===== config.mk =====
export PLATFORM = sky130hd
export DESIGN_NAME = axis_eth_tx_framer
export DESIGN_NICKNAME = d
export VERILOG_FILES = /design/src/rtl/eth_pkg.sv /design/src/rtl/eth_crc32.sv /design/src/rtl/axis_eth_tx_framer.sv
export SDC_FILE = /design/constraint.sdc
export NUM_CORES = 1
export LEC_CHECK = 0
export BUFFER_PORTS_ARGS = -buffer_cell sky130_fd_sc_hd__buf_2
export CAP_MARGIN = 20
export CORE_ASPECT_RATIO = 1.25
export CORE_MARGIN = 5
export CORE_UTILIZATION = 45
export CTS_BUF_LIST = sky130_fd_sc_hd__clkbuf_2 sky130_fd_sc_hd__clkbuf_4 sky130_fd_sc_hd__clkbuf_8
export DETAILED_ROUTE_END_ITERATION = 12
export SETUP_SLACK_MARGIN = 0.05
export SYNTH_ARGS = -nofsm -noshare
export SYNTH_HDL_FRONTEND = slang
export SYNTH_HIERARCHICAL = 1
export SYNTH_SLANG_ARGS = --single-unit

===== constraint.sdc =====
create_clock -name clk -period 4.6 [get_ports clk]
set_input_delay 0.46 -clock clk [delete_from_list [all_inputs] [get_ports clk]]
set_output_delay 0.46 -clock clk [all_outputs]
set_load 0.005 [all_outputs]

===== src/rtl/eth_pkg.sv =====
// Shared Ethernet definitions for the TX framer and the RX checker.
package eth_pkg;

  typedef enum logic [2:0] {
    IDLE, PRE, SFD, PAY, PAD, FCS, IFG, DRAIN
  } eth_state_e;

  localparam logic [7:0]  ETH_PREAMBLE = 8'h55;
  localparam logic [7:0]  ETH_SFD      = 8'hD5;
  localparam logic [31:0] CRC_POLY     = 32'hEDB88320;
  localparam logic [31:0] CRC_INIT     = 32'hFFFFFFFF;

  // Reflected CRC-32 advanced by one byte, data bits consumed LSB first.
  function automatic logic [31:0] crc32_byte(input logic [31:0] crc, input logic [7:0] data);
    logic [31:0] c;
    c = crc ^ {24'h0, data};
    for (int i = 0; i < 8; i++)
      c = c[0] ? ((c >> 1) ^ CRC_POLY) : (c >> 1);
    return c;
  endfunction

endpackage


===== src/rtl/eth_crc32.sv =====
// Running IEEE 802.3 CRC register; fcs is the complemented value sent on the wire.
module eth_crc32
  import eth_pkg::*;
(
  input  logic        clk,
  input  logic        rst_n,
  input  logic        clr,
  input  logic        en,
  input  logic        frz,
  input  logic [7:0]  data,
  output logic [31:0] fcs
);

  logic [31:0] crc;

  // Clear wins over update; freeze holds the value while the FCS is shifted out.
  always_ff @(posedge clk) begin
    if (!rst_n || clr)  crc <= CRC_INIT;
    else if (en && !frz) crc <= crc32_byte(crc, data);
  end

  assign fcs = ~crc;

endmodule


===== src/rtl/axis_eth_tx_framer.sv =====
// Byte-wide Ethernet TX framer: preamble, SFD, payload, pad, FCS, inter-frame gap.
module axis_eth_tx_framer
  import eth_pkg::*;
#(
  parameter int PREAMBLE_BYTES = 7,
  parameter int MIN_PAYLOAD    = 60,
  parameter int MAX_PAYLOAD    = 1514,
  parameter int IFG_BYTES      = 12
) (
  input  logic       clk,
  input  logic       rst_n,
  input  logic [7:0] s_axis_tdata,
  input  logic       s_axis_tvalid,
  input  logic       s_axis_tlast,
  output logic       s_axis_tready,
  output logic [7:0] tx_data,
  output logic       tx_en,
  output logic       tx_err,
  input  logic       tx_ready,
  output logic       busy,
  output logic       frame_done,
  output logic       frame_abort
);

  localparam int            CW       = $clog2(MAX_PAYLOAD + 1);
  localparam logic [CW-1:0] MAX_C    = CW'(MAX_PAYLOAD);
  localparam logic [CW-1:0] MIN_C    = CW'(MIN_PAYLOAD);
  localparam logic [3:0]    PRE_LAST = 4'(PREAMBLE_BYTES - 1);
  localparam logic [3:0]    IFG_LAST = 4'(IFG_BYTES - 1);

  eth_state_e    state, state_nx;
  logic [CW-1:0] cnt, cnt_nx, cnt_inc;
  logic [3:0]    sc, sc_nx;          // preamble / FCS / IFG byte index
  logic          done_nx, abort_nx;
  logic          crc_clr, crc_en, crc_frz;
  logic [7:0]    crc_d;
  logic [31:0]   fcs;

  assign cnt_inc = cnt + CW'(1);
  assign busy    = (state != IDLE);

  eth_crc32 u_crc (
    .clk   (clk),
    .rst_n (rst_n),
    .clr   (crc_clr),
    .en    (crc_en),
    .frz   (crc_frz),
    .data  (crc_d),
    .fcs   (fcs)
  );

  // State, counters and the registered status pulses.
  always_ff @(posedge clk) begin
    if (!rst_n) begin
      state       <= IDLE;
      cnt         <= '0;
      sc          <= '0;
      frame_done  <= 1'b0;
      frame_abort <= 1'b0;
    end else begin
      state       <= state_nx;
      cnt         <= cnt_nx;
      sc          <= sc_nx;
      frame_done  <= done_nx;
      frame_abort <= abort_nx;
    end
  end

  // Next state and outputs; everything advances only on tx_ready byte-times.
  always_comb begin
    state_nx      = state;
    cnt_nx        = cnt;
    sc_nx         = sc;
    tx_en         = 1'b0;
    tx_data       = 8'h00;
    tx_err        = 1'b0;
    s_axis_tready = 1'b0;
    done_nx       = 1'b0;
    abort_nx      = 1'b0;
    crc_clr       = 1'b0;
    crc_en        = 1'b0;
    crc_frz       = 1'b0;
    crc_d         = s_axis_tdata;
    case (state)
      IDLE: begin
        crc_clr = 1'b1;
        cnt_nx  = '0;
        sc_nx   = '0;
        if (s_axis_tvalid) state_nx = PRE;
      end
      PRE: begin
        tx_en   = 1'b1;
        tx_data = ETH_PREAMBLE;
        if (tx_ready) begin
          if (sc == PRE_LAST) begin
            sc_nx    = '0;
            state_nx = SFD;
          end else begin
            sc_nx = sc + 4'd1;
          end
        end
      end
      SFD: begin
        tx_en   = 1'b1;
        tx_data = ETH_SFD;
        if (tx_ready) state_nx = PAY;
      end
      PAY: begin
        tx_en         = 1'b1;
        tx_data       = s_axis_tdata;
        s_axis_tready = tx_ready & s_axis_tvalid;
        if (tx_ready && !s_axis_tvalid) begin
          // Underrun: burn this byte-time as a poisoned byte and drop the frame.
          tx_err   = 1'b1;
          tx_data  = 8'h00;
          abort_nx = 1'b1;
          state_nx = DRAIN;
        end else if (tx_ready) begin
          crc_en = 1'b1;
          cnt_nx = cnt_inc;
          if (cnt == MAX_C) begin
            // One byte past the limit; if it happens to be the last, nothing remains to drain.
            tx_err   = 1'b1;
            abort_nx = 1'b1;
            state_nx = s_axis_tlast ? IFG : DRAIN;
          end else if (s_axis_tlast) begin
            state_nx = (cnt_inc < MIN_C) ? PAD : FCS;
          end
        end
      end
      PAD: begin
        tx_en   = 1'b1;
        crc_d   = 8'h00;
        if (tx_ready) begin
          crc_en = 1'b1;
          cnt_nx = cnt_inc;
          if (cnt_inc == MIN_C) state_nx = FCS;
        end
      end
      FCS: begin
        tx_en   = 1'b1;
        crc_frz = 1'b1;
        tx_data = fcs[{sc[1:0], 3'b000} +: 8];
        if (tx_ready) begin
          if (sc == 4'd3) begin
            sc_nx    = '0;
            done_nx  = 1'b1;
            state_nx = IFG;
          end else begin
            sc_nx = sc + 4'd1;
          end
        end
      end
      IFG: begin
        if (tx_ready) begin
          if (sc == IFG_LAST) begin
            sc_nx    = '0;
            state_nx = IDLE;
          end else begin
            sc_nx = sc + 4'd1;
          end
        end
      end
      DRAIN: begin
        s_axis_tready = 1'b1;
        if (s_axis_tvalid && s_axis_tlast) state_nx = IFG;
      end
      default: state_nx = IDLE;
    endcase
  end

endmodule


### Yosys cells after proc, flatten, opt, wreduce, memory -nomap -nowiden

Cells that the tools add are included.

* flip-flop bits (word level): 52
* input port bits: 13
* output and inout port bits: 14
* logic and storage cells: 114

* equal/unequal tests: 26
* $lt $le $gt $ge: 1
* shifts and indexed selects: 1
* add/sub/neg operators: 2
* reduce and logical (&&, ||, !) cells: 16
* muxes and demuxes: 51
* bitwise operators: 11

Operators by type and width (number)
* 32-bit two-way mux: 8
* 13-bit NOT with 14-bit output: 8
* 3-bit two-way mux: 15
* 11-bit case mux with 3 select lines: 1
* 32-bit NOT: 1
* 8-bit case mux with 4 select lines: 1
* 32-bit by 6-bit indexed part select with 8-bit output: 1
* 32-bit by 8-bit bitwise XOR with 32-bit output: 1
* 4-bit two-way mux: 6
* 2-bit inequality test, second input constant: 12
* 3-bit case mux with 8 select lines: 1
* 11-bit two-way mux: 2
* 8-bit two-way mux: 2
* 4-bit case mux with 4 select lines: 1
* 13-bit AND reduction: 1
* 3-bit == test, second input constant: 4
* 1-bit two-way mux: 12
* 11-bit by 1-bit adder with 11-bit output, second input constant: 1
* 11-bit == test, second input constant: 1
* 11-bit by 6-bit == test with 1-bit output, second input constant: 1
* 11-bit by 6-bit < comparator with 1-bit output, second input constant: 1
* 3-bit by 2-bit == test with 1-bit output, second input constant: 2
* 3-bit nonzero test: 2
* 5-bit OR reduction: 1
* other kinds (17): 22

### Longest topological paths before layout

Gate-level depths: netlist of run 1.

* word-level depth: 19
* mapped depth: 10
* depth with buffers taken out: 8

### Cells and area by module

The synthesis of run 1 kept the hierarchy.

By module, submodules not included
* eth_crc32: cells an instance 206, times used 1, area an instance 2152.1 µm²
* axis_eth_tx_framer: cells an instance 238, times used 1, area an instance 1880.6 µm²

### Least setup slack after synthesis of run 1

OpenSTA, ideal clock, no wires.

* kind: flip-flop to flip-flop
* from: register state[1]
* to: register u_crc.crc[19]
* setup time: 0.114 ns
* data arrival time: 2.295 ns
* required time: 4.486 ns
* stages on the path, launching flop included: 9
* path buffers: 1
* slack: 2.191 ns
* cells stage by stage: dfxtp_1 -> buf_2 -> nor2_1 -> nand2_1 -> and2_1 -> xnor2_2 -> xnor2_2 -> xnor3_1 -> a21o_1

* elaborated cells between the ends (all ways): 27

RTL lines
* from (decl): RTL line axis_eth_tx_framer.sv:31 `eth_state_e state, state_nx;`
* from (signal assigned): RTL line axis_eth_tx_framer.sv:61 `state <= state_nx;`
* 3-bit == test (*): RTL line axis_eth_tx_framer.sv:84 `case (state)`
* 8-bit two-way mux (*): RTL line axis_eth_tx_framer.sv:84
* named net crc_d[2]: RTL line axis_eth_tx_framer.sv:36 `logic [7:0] crc_d;`
* 32-bit by 8-bit bitwise XOR with 32-bit output (*): RTL line eth_pkg.sv:16 `c = crc ^ {24'h0, data};`
* 32-bit two-way mux (*) (3 in a row): RTL line eth_pkg.sv:18 `c = c[0] ? ((c >> 1) ^ CRC_POLY) : (c >> 1);`
* 13-bit NOT with 14-bit output (no source line)
* 32-bit two-way mux (*) (2 in a row): RTL line eth_pkg.sv:18
* 13-bit NOT with 14-bit output (no source line)
* 32-bit two-way mux (*): RTL line eth_pkg.sv:18
* 13-bit NOT with 14-bit output (no source line)
* 32-bit two-way mux (*): RTL line eth_pkg.sv:18
* 13-bit NOT with 14-bit output (no source line)
* 32-bit two-way mux (*): RTL line eth_pkg.sv:18
* to (signal assigned): RTL line eth_crc32.sv:19 `else if (en && !frz) crc <= crc32_byte(crc, data);`
* to (decl): RTL line eth_crc32.sv:14 `logic [31:0] crc;`

Mark *: on every way through the listed nets, which the timed path passes. The rest lies on a longest branch.
A chain may end at the register's enable or synchronous reset.

### Final worst setup path of run 1

* from: register state[1]
* to: output tx_data[3]

* cells in the longest elaborated chain, start to end: 2
* elaborated cells between the ends (all ways): 5

Ends and longest elaborated chain
* 3-bit == test, or another cell as far along: RTL line axis_eth_tx_framer.sv:84
* 8-bit case mux with 4 select lines (*): RTL line axis_eth_tx_framer.sv:84
* to (decl): RTL line axis_eth_tx_framer.sv:16 `output logic [7:0] tx_data,`

Mark *: on every way between the ends. The rest lies on a longest branch, timed or not.

==> results of run 1 <==
==> power breakdown <==
| group | switching, mW | internal, mW |
|---|---|---|
| registers | 0.0593 | 0.464 |
| clock network | 0.165 | 0.115 |
| logic | 0.304 | 0.269 |
| total | 0.529 | 0.847 |
==> synth_stat cells (5+ instances only) <==
master     n
dfxtp_1   52
inv_1     40
nand2_1   40
xnor2_1   32
o21ai_0   25
nor2_1    23
a21oi_1   19
o211ai_1  18
xnor3_1   18
and2_1    13
nor2b_1   12
clkbuf_1  11
nand3_1   11
nor3_1    11
o21ai_1    9
mux4_2     8
a21boi_0   7
xnor2_2    7
buf_2      6
xnor2_4    5
==> placed cells by master (no fill, tap or decap), types with 3 or more instances in the layout <==
cell type,instances
nor2b_1,12
inv_1,40
nand2_1,40
xnor2_2,7
o22a_1,3
a21boi_0,7
xnor3_1,18
a31oi_1,3
mux4_2,8
o21a_1,4
clkbuf_8,5
o211ai_1,18
a21oi_1,19
nor3_1,11
o21ai_0,25
a22o_1,3
buf_4,3
ha_1,4
and2_1,13
o211a_1,4
o21ai_1,9
nor2_1,23
xnor2_1,32
dfxtp_1,52
buf_2,26
nand2b_1,3
xnor2_4,5
xor2_1,4
nand3_1,11
==> tightest hold or removal path, cell delays in order <==
cell	delay, ns
buf_2	0.17
nand3_1	0.08
nor3_1	0.04
==> cell families after synthesis <==
group | share of synthesized area (%)
multiplexers | 5.00
AND/OR/NAND/NOR | 17.5
buffers and inverters | 7.07
XOR/XNOR | 24.7
adder cells (fa/ha/maj) | 1.24
AO/OA/AOI/OAI | 18.7
flip-flops | 25.8
==> path summary, 6_finish.rpt <==
path                                                 start                         end  slack (ns)  cells after the start
worst max-delay path                 state[1]$_SDFFE_PN0P_                  tx_data[3]        1.51                      4
worst min register to register  u_crc/crc[14]$_SDFFE_PP1P_  u_crc/crc[14]$_SDFFE_PP1P_        0.49                      2
worst max register to register       state[1]$_SDFFE_PN0P_  u_crc/crc[19]$_SDFFE_PP1P_        1.61                      7
worst min-delay path                              tx_ready       frame_done$_SDFF_PN0_        0.48                      3
==> stage by stage <==
| step | utilization, % | power (mW) | hold WS [ns] | instance area [µm²] | setup slack (ns) |
|---|---|---|---|---|---|
| detailed placement | 48.3 | 1.11 | 0.469 | 4210 | 1.68 |
| global route | 49.4 | 1.47 | 0.495 | 4300 | 1.37 |
| floorplan | - | 0.974 | 0.439 | 4030 | 2.19 |
| CTS | 49.4 | 1.40 | 0.464 | 4300 | 1.54 |
| finish | 49.4 | 1.38 | 0.478 | 4300 | 1.51 |
| global placement | 48.3 | 1.11 | 0.451 | 4210 | 1.78 |
==> routing by layer <==
metal / GRT usage, % / up-vias / wire length, µm
li1: - / 1559 / -
met3: 2.73 / 13 / 275
met4: 6.64 / 0 / 213
met2: 35.6 / 46 / 5290
met5: 0 / - / 0
met1: 21.4 / 1438 / 3960
==> layout make-up <==
class                           instances  area share [%]
Inverter                               41            3.58
Multi-Input combinational cell        326            63.0
Sequential cell                        52            24.2
Timing Repair Buffer                   29            3.55
Clock inverter                          2           0.378
Tap cell                              120            3.49
Clock buffer                            6            1.78
==> sequential cells by signal, indices dropped and copies added, names as in the netlist, named ones only <==
register and cells:
frame_abort 1, sc 4, cnt 11, state 2, u_crc/crc 32, frame_done 1
==> summary.txt, run 1 <==
Critical path
  • CP required: between 4 and 5 ns
  • Critical path cell sequence: nand2_1, nor3_1, a22o_1, buf_2
  • Startpoint types: register
  • CP delay by family, top: simple AND/OR/NAND/NOR gates
  • Setup CP Type: reg -> out
  • CP max FO: 22
  • CP arrival: between 2 and 3 ns
  • WP buf/inv: 1
  • Highest-delay cell along the critical path: nor3_1
  • CP endpoint kind: primary output
  • CP max stage delay: 0.91 ns

Drt
  • Post-detailed-route count of antenna-violating nets: 0
  • Drt drc: 0
  • Post-Route WL: 9740 µm
  • First-pass DRT Iterations: 4
  • WL/cell: approximately 17 µm
  • Iter 0 DRT Violations: between 100 and 150
  • Via Count: a little over 3000
  • Vias per inst: around 5.3

Clock network
  • CTS sink cnt: 52
  • CTS Hold Bufs: 0
  • CTS clock-pin slew for the worst setup and hold paths: roughly 0.11 ns
  • TritonCTS clock tree: built
  • Num CTS Buffers: 5
  • # resized after CTS: 0
  • Clock Tree Root: clkbuf_8
  • H-tree Lvls: 2
  • Post-CTS setup buffers: 0
  • Clk Latency, worst-skew pair: ~0.32 ns
  • Clk buf depth: 2

Yosys
  • Async set-or-reset flop fraction in the synthesized netlist: 0%
  • Area leader, netlist: dfxtp_1
  • Syn Nets: roughly 460
  • EDFF count, synth: 0
  • #FFs+latches synth: 52
  • Synth top area share: 25.8%
  • Post-Syn Area: slightly above 4000 µm²
  • Synth top area cells: dfxtp_1 (26%), xnor3_1 (10%), xnor2_1 (7.0%)
  • Cells after synthesis: roughly 440
  • Mean area per synthesized cell: about 9.1 µm²
  • Yosys cell types: between 60 and 70
  • YS warnings: 6
  • Seq/Total Area, Yosys: about 26%
  • Post-synth top flop: dfxtp_1

Flow run
  • Max Cap Viol: 0

Die
  • Core Area: between 8000 and 9000 µm²
  • Die outline area: around 11000 µm²
  • Die Y: around 120 µm
  • # rows: 38
  • Die width: between 90 and 100 µm
  • # IOs: 27
  • Starting Density: 46.3%

STA
  • RSZ-0062 raised after global routing: no
  • Pins Over Slew Limit: 0
  • Final clock skew: ~0.013 ns
  • Endpoints failing setup: 0
  • Fmax: around 320 MHz
  • Setup total negative slack: 0 ns
  • Worst rel slew slack: 28.3%
  • Worst-margin pin slew: approximately 1.1 ns
  • Final period utilization: about two thirds
  • Tmin final: about 3 ns
  • Endpoints failing hold: 0

Place
  • PortBufs: 26
  • HPWL Detailed: 7470 µm
  • GP Congestion: slightly above 0.8
  • Inst Count DP: 568

Cells and area
  • Layout cell share with drive strength beyond 1: between 10% and 20%
  • Area added between synthesis and finish: 6.61%
  • Nets: approximately 470
  • N_diodes: 0
  • Number of fill cells: around 850
  • Footprint of the multi-input gates: around 2700 µm²
  • Cell Count, Final, Fillers Out: 576
  • Register Area: approximately 1000 µm²

Global routing
  • Total gr overflow: 0
  • Initial antenna violation count: 0
  • Gr usage total: a little under a fifth
  • Largest net degree at the start of global routing: 29
  • Vias in the first global route: between 3000 and 4000
  • First-pass GRT wire length: 15900 µm

Pwr
  • Maximum VDD drop: roughly 0.12 mV
  • Pwr dens: ~320 nW/µm²
  • Leakage Power: roughly 2.0 nW

Hold path
  • Min-Delay Path Class: in -> reg

Run status
  • Outcome: finished clean
(Power assumes the default switching activity.)
==> run 2, diff against run 1 <==
clock period = 3.1 ns   (was 4.6 ns; I/O delays follow)
==> summary.txt, run 2 (synthesized netlist as in run 1, its figures left out) <==
Run status
  • Outcome: finished clean

STA
  • Endpoints failing setup: 0
  • Pins Over Slew Limit: 0
  • Tmin final: around 2.6 ns
  • Fmax: 390 MHz
  • Final period utilization: between 80 and 90%
  • Worst Setup Slack, final: between 0.5 and 0.6 ns
  • Endpoints failing hold: 0
  • Setup total negative slack: 0 ns
  • Worst-margin pin slew: between 0.9 and 1 ns
  • Final clock skew: between 0.01 and 0.015 ns
  • RSZ-0062 raised after global routing: no
  • Worst rel slew slack: approximately a third

Cells and area
  • Core Util, Final: 50.2%
  • Number of fill cells: just under 900
  • Largest register by flop count: u_crc/crc
  • Largest register FFs: 32
  • Area added between synthesis and finish: 8.35%
  • N_diodes: 0
  • Layout cell share with drive strength beyond 1: between 10% and 20%
  • Commonest non-fill, non-tap cell in the layout: dfxtp_1
  • Largest registers: u_crc/crc: 32 flops, cnt: 11 flops, sc: 4 flops
  • Commonest non-fill, non-tap cells in the layout: dfxtp_1 (52), nand2_1 (40), inv_1 (40), xnor2_1 (32), buf_2 (26)
  • Nets: 479

Pwr
  • P_int: 1.31 mW
  • Maximum VDD drop: about 0.23 mV
  • Switch Pwr: 0.768 mW
  • Clock share of power: between 20% and 30%
  • Pwr dens: approximately 480 nW/µm²
  • Power Total: between 2 and 2.5 mW
  • Switching share of power: between 30% and 40%
  • Seq pwr share: 33.8%
  • Logic gate share of total power: 45.9%
  • Leakage Power: about 2.1 nW

Critical path
  • CP max FO: 8
  • R2R setup slack: between 0.5 and 0.6 ns
  • CP max stage delay: 0.53 ns
  • Most used cell, CP: xnor3_1
  • Highest-delay cell along the critical path: xnor3_1
  • Critical path cell sequence: nor2_1, nand2_1, and2_1, xor2_1, xnor3_1, xnor3_1, o22a_1
  • Startpoint types: register
  • Origin of the critical flop-to-flop path: state[1]$_SDFFE_PN0P_
  • CP arrival: between 2 and 3 ns
  • Setup CP Type: reg -> reg
  • CP required: ~3.3 ns
  • Worst R2R End: u_crc/crc[25]$_SDFFE_PP1P_
  • R2R cell count: 7
  • CP endpoint kind: register

Die
  • Die Y: 116 µm
  • # rows: 38
  • Core Area: between 8000 and 9000 µm²
  • Starting Density: between 40% and 50%
  • Die width: 94.7 µm
  • # IOs: 27
  • Die outline area: 11000 µm²

Drt
  • Post-detailed-route count of antenna-violating nets: 0
  • First-pass DRT Iterations: 5
  • WL/cell: ~17 µm
  • Drt drc: 0
  • Via Count: between 3000 and 4000
  • Post-Route WL: approximately 9800 µm
  • Vias per inst: around 5.4
  • Iter 0 DRT Violations: roughly 130

Global routing
  • First-pass GRT wire length: about 16000 µm
  • Total gr overflow: 0
  • Initial antenna violation count: 0
  • Vias in the first global route: about 3100
  • Largest net degree at the start of global routing: 33
  • Gr usage total: approximately a fifth

Hold path
  • WHS Endpoint: frame_done$_SDFF_PN0_
  • Worst hold start: tx_ready
  • Min-Delay Path Class: in -> reg
  • Hold Crit Depth: 3

Clock network
  • Post-CTS setup buffers: 0
  • CTS sink cnt: between 50 and 60
  • TritonCTS clock tree: built
  • Clk buf depth: 2
  • Clock Tree Root: clkbuf_8
  • Num CTS Buffers: 5
  • Clk Latency, worst-skew pair: 0.31 ns
  • H-tree Lvls: 2
  • # resized after CTS: 0
  • CTS clock-pin slew for the worst setup and hold paths: 0.10 ns
  • CTS Hold Bufs: 0

Place
  • Setup WS pre-CTS: approximately 0.58 ns
  • PortBufs: 26
  • HPWL Detailed: ~7500 µm
  • GP Congestion: between 0.8 and 0.9

Flow run
  • Max Cap Viol: 0
==> run 2: worst max path at each step <==
| stage | start | to | slack [ns] | cells past startpoint |
|---|---|---|---|---|
| 2_1_floorplan | state[1]$_SDFFE_PN0P_ | u_crc/crc[19]$_SDFFE_PP1P_ | 0.69 | 8 |
| 3_3_place_gp | state[1]$_SDFFE_PN0P_ | u_crc/crc[24]$_SDFFE_PP1P_ | 0.59 | 7 |
| 3_5_place_dp | state[1]$_SDFFE_PN0P_ | u_crc/crc[25]$_SDFFE_PP1P_ | 0.58 | 7 |
| 4_1_cts | state[1]$_SDFFE_PN0P_ | u_crc/crc[25]$_SDFFE_PP1P_ | 0.54 | 7 |
| 5_1_grt | state[1]$_SDFFE_PN0P_ | u_crc/crc[25]$_SDFFE_PP1P_ | 0.33 | 7 |
| 6_report | state[1]$_SDFFE_PN0P_ | u_crc/crc[25]$_SDFFE_PP1P_ | 0.53 | 7 |
==> run 2: per-layer routing <==
metal  up-vias  GRT usage (%)  routed length, µm  share of wire, %
li1       1578              -                  -                 -
met5         -              0                  0                 0
met3         9           2.60                280               2.9
met2        44           35.1               5280                54
met4         0           5.97                110               1.1
met1      1518           22.8               4100                42
==> run 2: final cells by class <==
cell class	count	area, µm²	share of cell area (%)
multi-input cells	326	2710	62.0
flip-flops and latches	52	1040	23.8
repair buffers	36	218	4.98
clock buffers	8	97.6	2.23
inverters	41	154	3.52
well taps	120	150	3.44
==> run 2: power groups by stage <==
stage	combinational (mW)	clock, mW	sequential (mW)
floorplan	0.731	0	0.714
global placement	0.959	0	0.717
detailed placement	0.963	0	0.717
CTS	0.967	0.443	0.702
global route	1.05	0.469	0.706
finish	0.953	0.421	0.703
==> run 2: critical path, delay by kind of cell (launching register included) <==
kind | cells | cell delay (ns)
AO/OA/AOI/OAI | 1 | 0.16
flip-flops | 1 | 0.32
AND/OR/NAND/NOR | 3 | 0.81
XOR/XNOR | 3 | 1.17
==> run 2: per-stage QoR <==
step	instances	cell area [µm²]	hold WS (ns)
3_5_place_dp	575	4270	0.462
3_3_place_gp	575	4270	0.455
6_report	583	4370	0.347
4_1_cts	583	4370	0.338
2_1_floorplan	444	4030	0.439
5_1_grt	583	4370	0.346
==> run 3, diff against run 2 <==
clock period = 2.6 ns   (was 3.1 ns; I/O delays follow)
==> summary.txt, run 3 (synthesized netlist as in run 1, its figures left out) <==
Clock network
  • Num CTS Buffers: 5
  • Post-CTS setup buffers: 0
  • Clock Tree Root: clkbuf_8
  • CTS Hold Bufs: 0
  • Clk Latency, worst-skew pair: approximately 0.30 ns
  • CTS clock-pin slew for the worst setup and hold paths: 0.10 ns
  • Clk buf depth: 2
  • CTS sink cnt: between 50 and 60
  • TritonCTS clock tree: built
  • # resized after CTS: 0
  • H-tree Lvls: 2

Critical path
  • WP buf/inv: 1
  • CP arrival: 2.08 ns
  • CP max stage delay: around 0.5 ns
  • Highest-delay cell along the critical path: or3_1
  • CP required: approximately 2.3 ns
  • Setup CP Type: reg -> out
  • Critical path cell sequence: or4b_1, or3_1, a21oi_1, buf_2
  • Startpoint types: register
  • Stages on the worst setup path: 4
  • R2R cell count: 7
  • CP delay by family, top: simple AND/OR/NAND/NOR gates
  • CP max FO: 8
  • CP endpoint kind: primary output

Pwr
  • Switching share of power: 37.0%
  • Switch Pwr: roughly 0.94 mW
  • Pwr dens: 575 nW/µm²
  • Clock share of power: about a fifth
  • Leakage Power: about 2.1 nW
  • Maximum VDD drop: about 0.21 mV
  • P_int: 1.60 mW
  • Logic gate share of total power: about 47%
  • Seq pwr share: roughly 33%

Drt
  • Post-detailed-route count of antenna-violating nets: 0
  • Iter 0 DRT Violations: 138
  • Post-Route WL: about 9700 µm
  • DR WL met2: around 4900 µm
  • Top sig layer: met4
  • Via Count: approximately 3100
  • Drt drc: 0
  • WL/cell: ~17 µm
  • Metal-1 WL: around 4200 µm
  • WL met3: approximately 280 µm
  • First-pass DRT Iterations: 4
  • Vias per inst: approximately 5.3

Cells and area
  • Core Util, Final: between 50% and 60%
  • Largest register by flop count: u_crc/crc
  • Largest registers: u_crc/crc: 32 flops, cnt: 11 flops, sc: 4 flops
  • Commonest non-fill, non-tap cells in the layout: dfxtp_1 (52), nand2_1 (40), inv_1 (40), xnor2_1 (32), buf_2 (26)
  • Register Area: about 1000 µm²
  • Commonest non-fill, non-tap cell in the layout: dfxtp_1
  • Layout cell share with drive strength beyond 1: between 10% and 20%
  • Nets: 485
  • Number of fill cells: ~860
  • Largest register FFs: 32
  • Area added between synthesis and finish: 9.12%
  • Footprint of the multi-input gates: 2710 µm²
  • N_diodes: 0

STA
  • Worst-margin pin slew: between 0.6 and 0.7 ns
  • Endpoints failing setup: 0
  • Fmax: roughly 430 MHz
  • Endpoints failing hold: 0
  • Final clock skew: 0.00903 ns
  • Final period utilization: approximately 90%
  • Tmin final: roughly 2.3 ns
  • Worst rel slew slack: 58.8%
  • RSZ-0062 raised after global routing: no
  • Setup total negative slack: 0 ns
  • Pins Over Slew Limit: 0

Place
  • PortBufs: 26
  • HPWL Detailed: around 7500 µm
  • GP Congestion: roughly 0.88

Die
  • Die width: 94.7 µm
  • # rows: 38
  • Starting Density: a little under half
  • # IOs: 27
  • Die Y: about 120 µm
  • Core Area: 8700 µm²
  • Die outline area: 11000 µm²

Global routing
  • Vias in the first global route: 3228
  • Gr usage total: around a fifth
  • First-pass GRT wire length: 16100 µm
  • Total gr overflow: 0
  • Initial antenna violation count: 0
  • Largest net degree at the start of global routing: 33

Flow run
  • Max Cap Viol: 0

Hold path
  • Hold Crit Depth: 3
  • Min-Delay Path Class: in -> reg

Run status
  • Outcome: finished clean
==> run 3: cell count changes in the layout (fill, tap and decap cells not counted) <==
cell      before  now
buf_12         1    0
buf_4          9   16
clkbuf_4       2    0
clkbuf_8       6    7
==> run 3: stage by stage <==
step / instances / hold slack, ns / total power, mW / cell area (µm²) / worst slack (ns)
2_1_floorplan: 444 / 0.439 / 1.72 / 4030 / 0.191
3_3_place_gp: 581 / 0.451 / 2.04 / 4300 / 0.354
3_5_place_dp: 581 / 0.465 / 2.04 / 4300 / 0.306
4_1_cts: 588 / 0.282 / 2.56 / 4400 / 0.231
5_1_grt: 588 / 0.306 / 2.69 / 4400 / 0.114
6_report: 588 / 0.286 / 2.53 / 4400 / 0.256
==> run 3: final cells by class <==
class	count	share of cell area, %
Clock buffer	7	2.19
Inverter	41	3.50
Multi-Input combinational cell	326	61.6
Sequential cell	52	23.7
Tap cell	120	3.41
Timing Repair Buffer	42	5.69
==> run 3: tightest hold or removal path, cell delays in order <==
cell and delay, ns:
buf_2 0.16, nand3_1 0.08, nor3_1 0.04
==> run 3: power groups by stage <==
stage / Clock, mW / Sequential, mW / Combinational (mW)
after global routing: 0.558 / 0.840 / 1.30
after global placement: 0 / 0.856 / 1.19
final: 0.508 / 0.838 / 1.19
after detailed placement: 0 / 0.856 / 1.19
after floorplan: 0 / 0.851 / 0.872
after CTS: 0.527 / 0.838 / 1.19
==> run 3: worst paths after layout <==
path	from	slack [ns]	end
max	cnt[3]$_SDFFE_PN0P_	0.26	tx_err
max reg2reg	state[1]$_SDFFE_PN0P_	0.28	u_crc/crc[25]$_SDFFE_PP1P_
min	tx_ready	0.29	frame_done$_SDFF_PN0_
min reg2reg	u_crc/crc[22]$_SDFFE_PP1P_	0.48	u_crc/crc[22]$_SDFFE_PP1P_
==> run 3: metal layers <==
| metal | up-vias | GRT usage [%] |
|---|---|---|
| met3 | 21 | 2.86 |
| met5 | - | 0 |
| met2 | 51 | 33.5 |
| li1 | 1582 | - |
| met1 | 1475 | 22.6 |
| met4 | 0 | 7.31 |
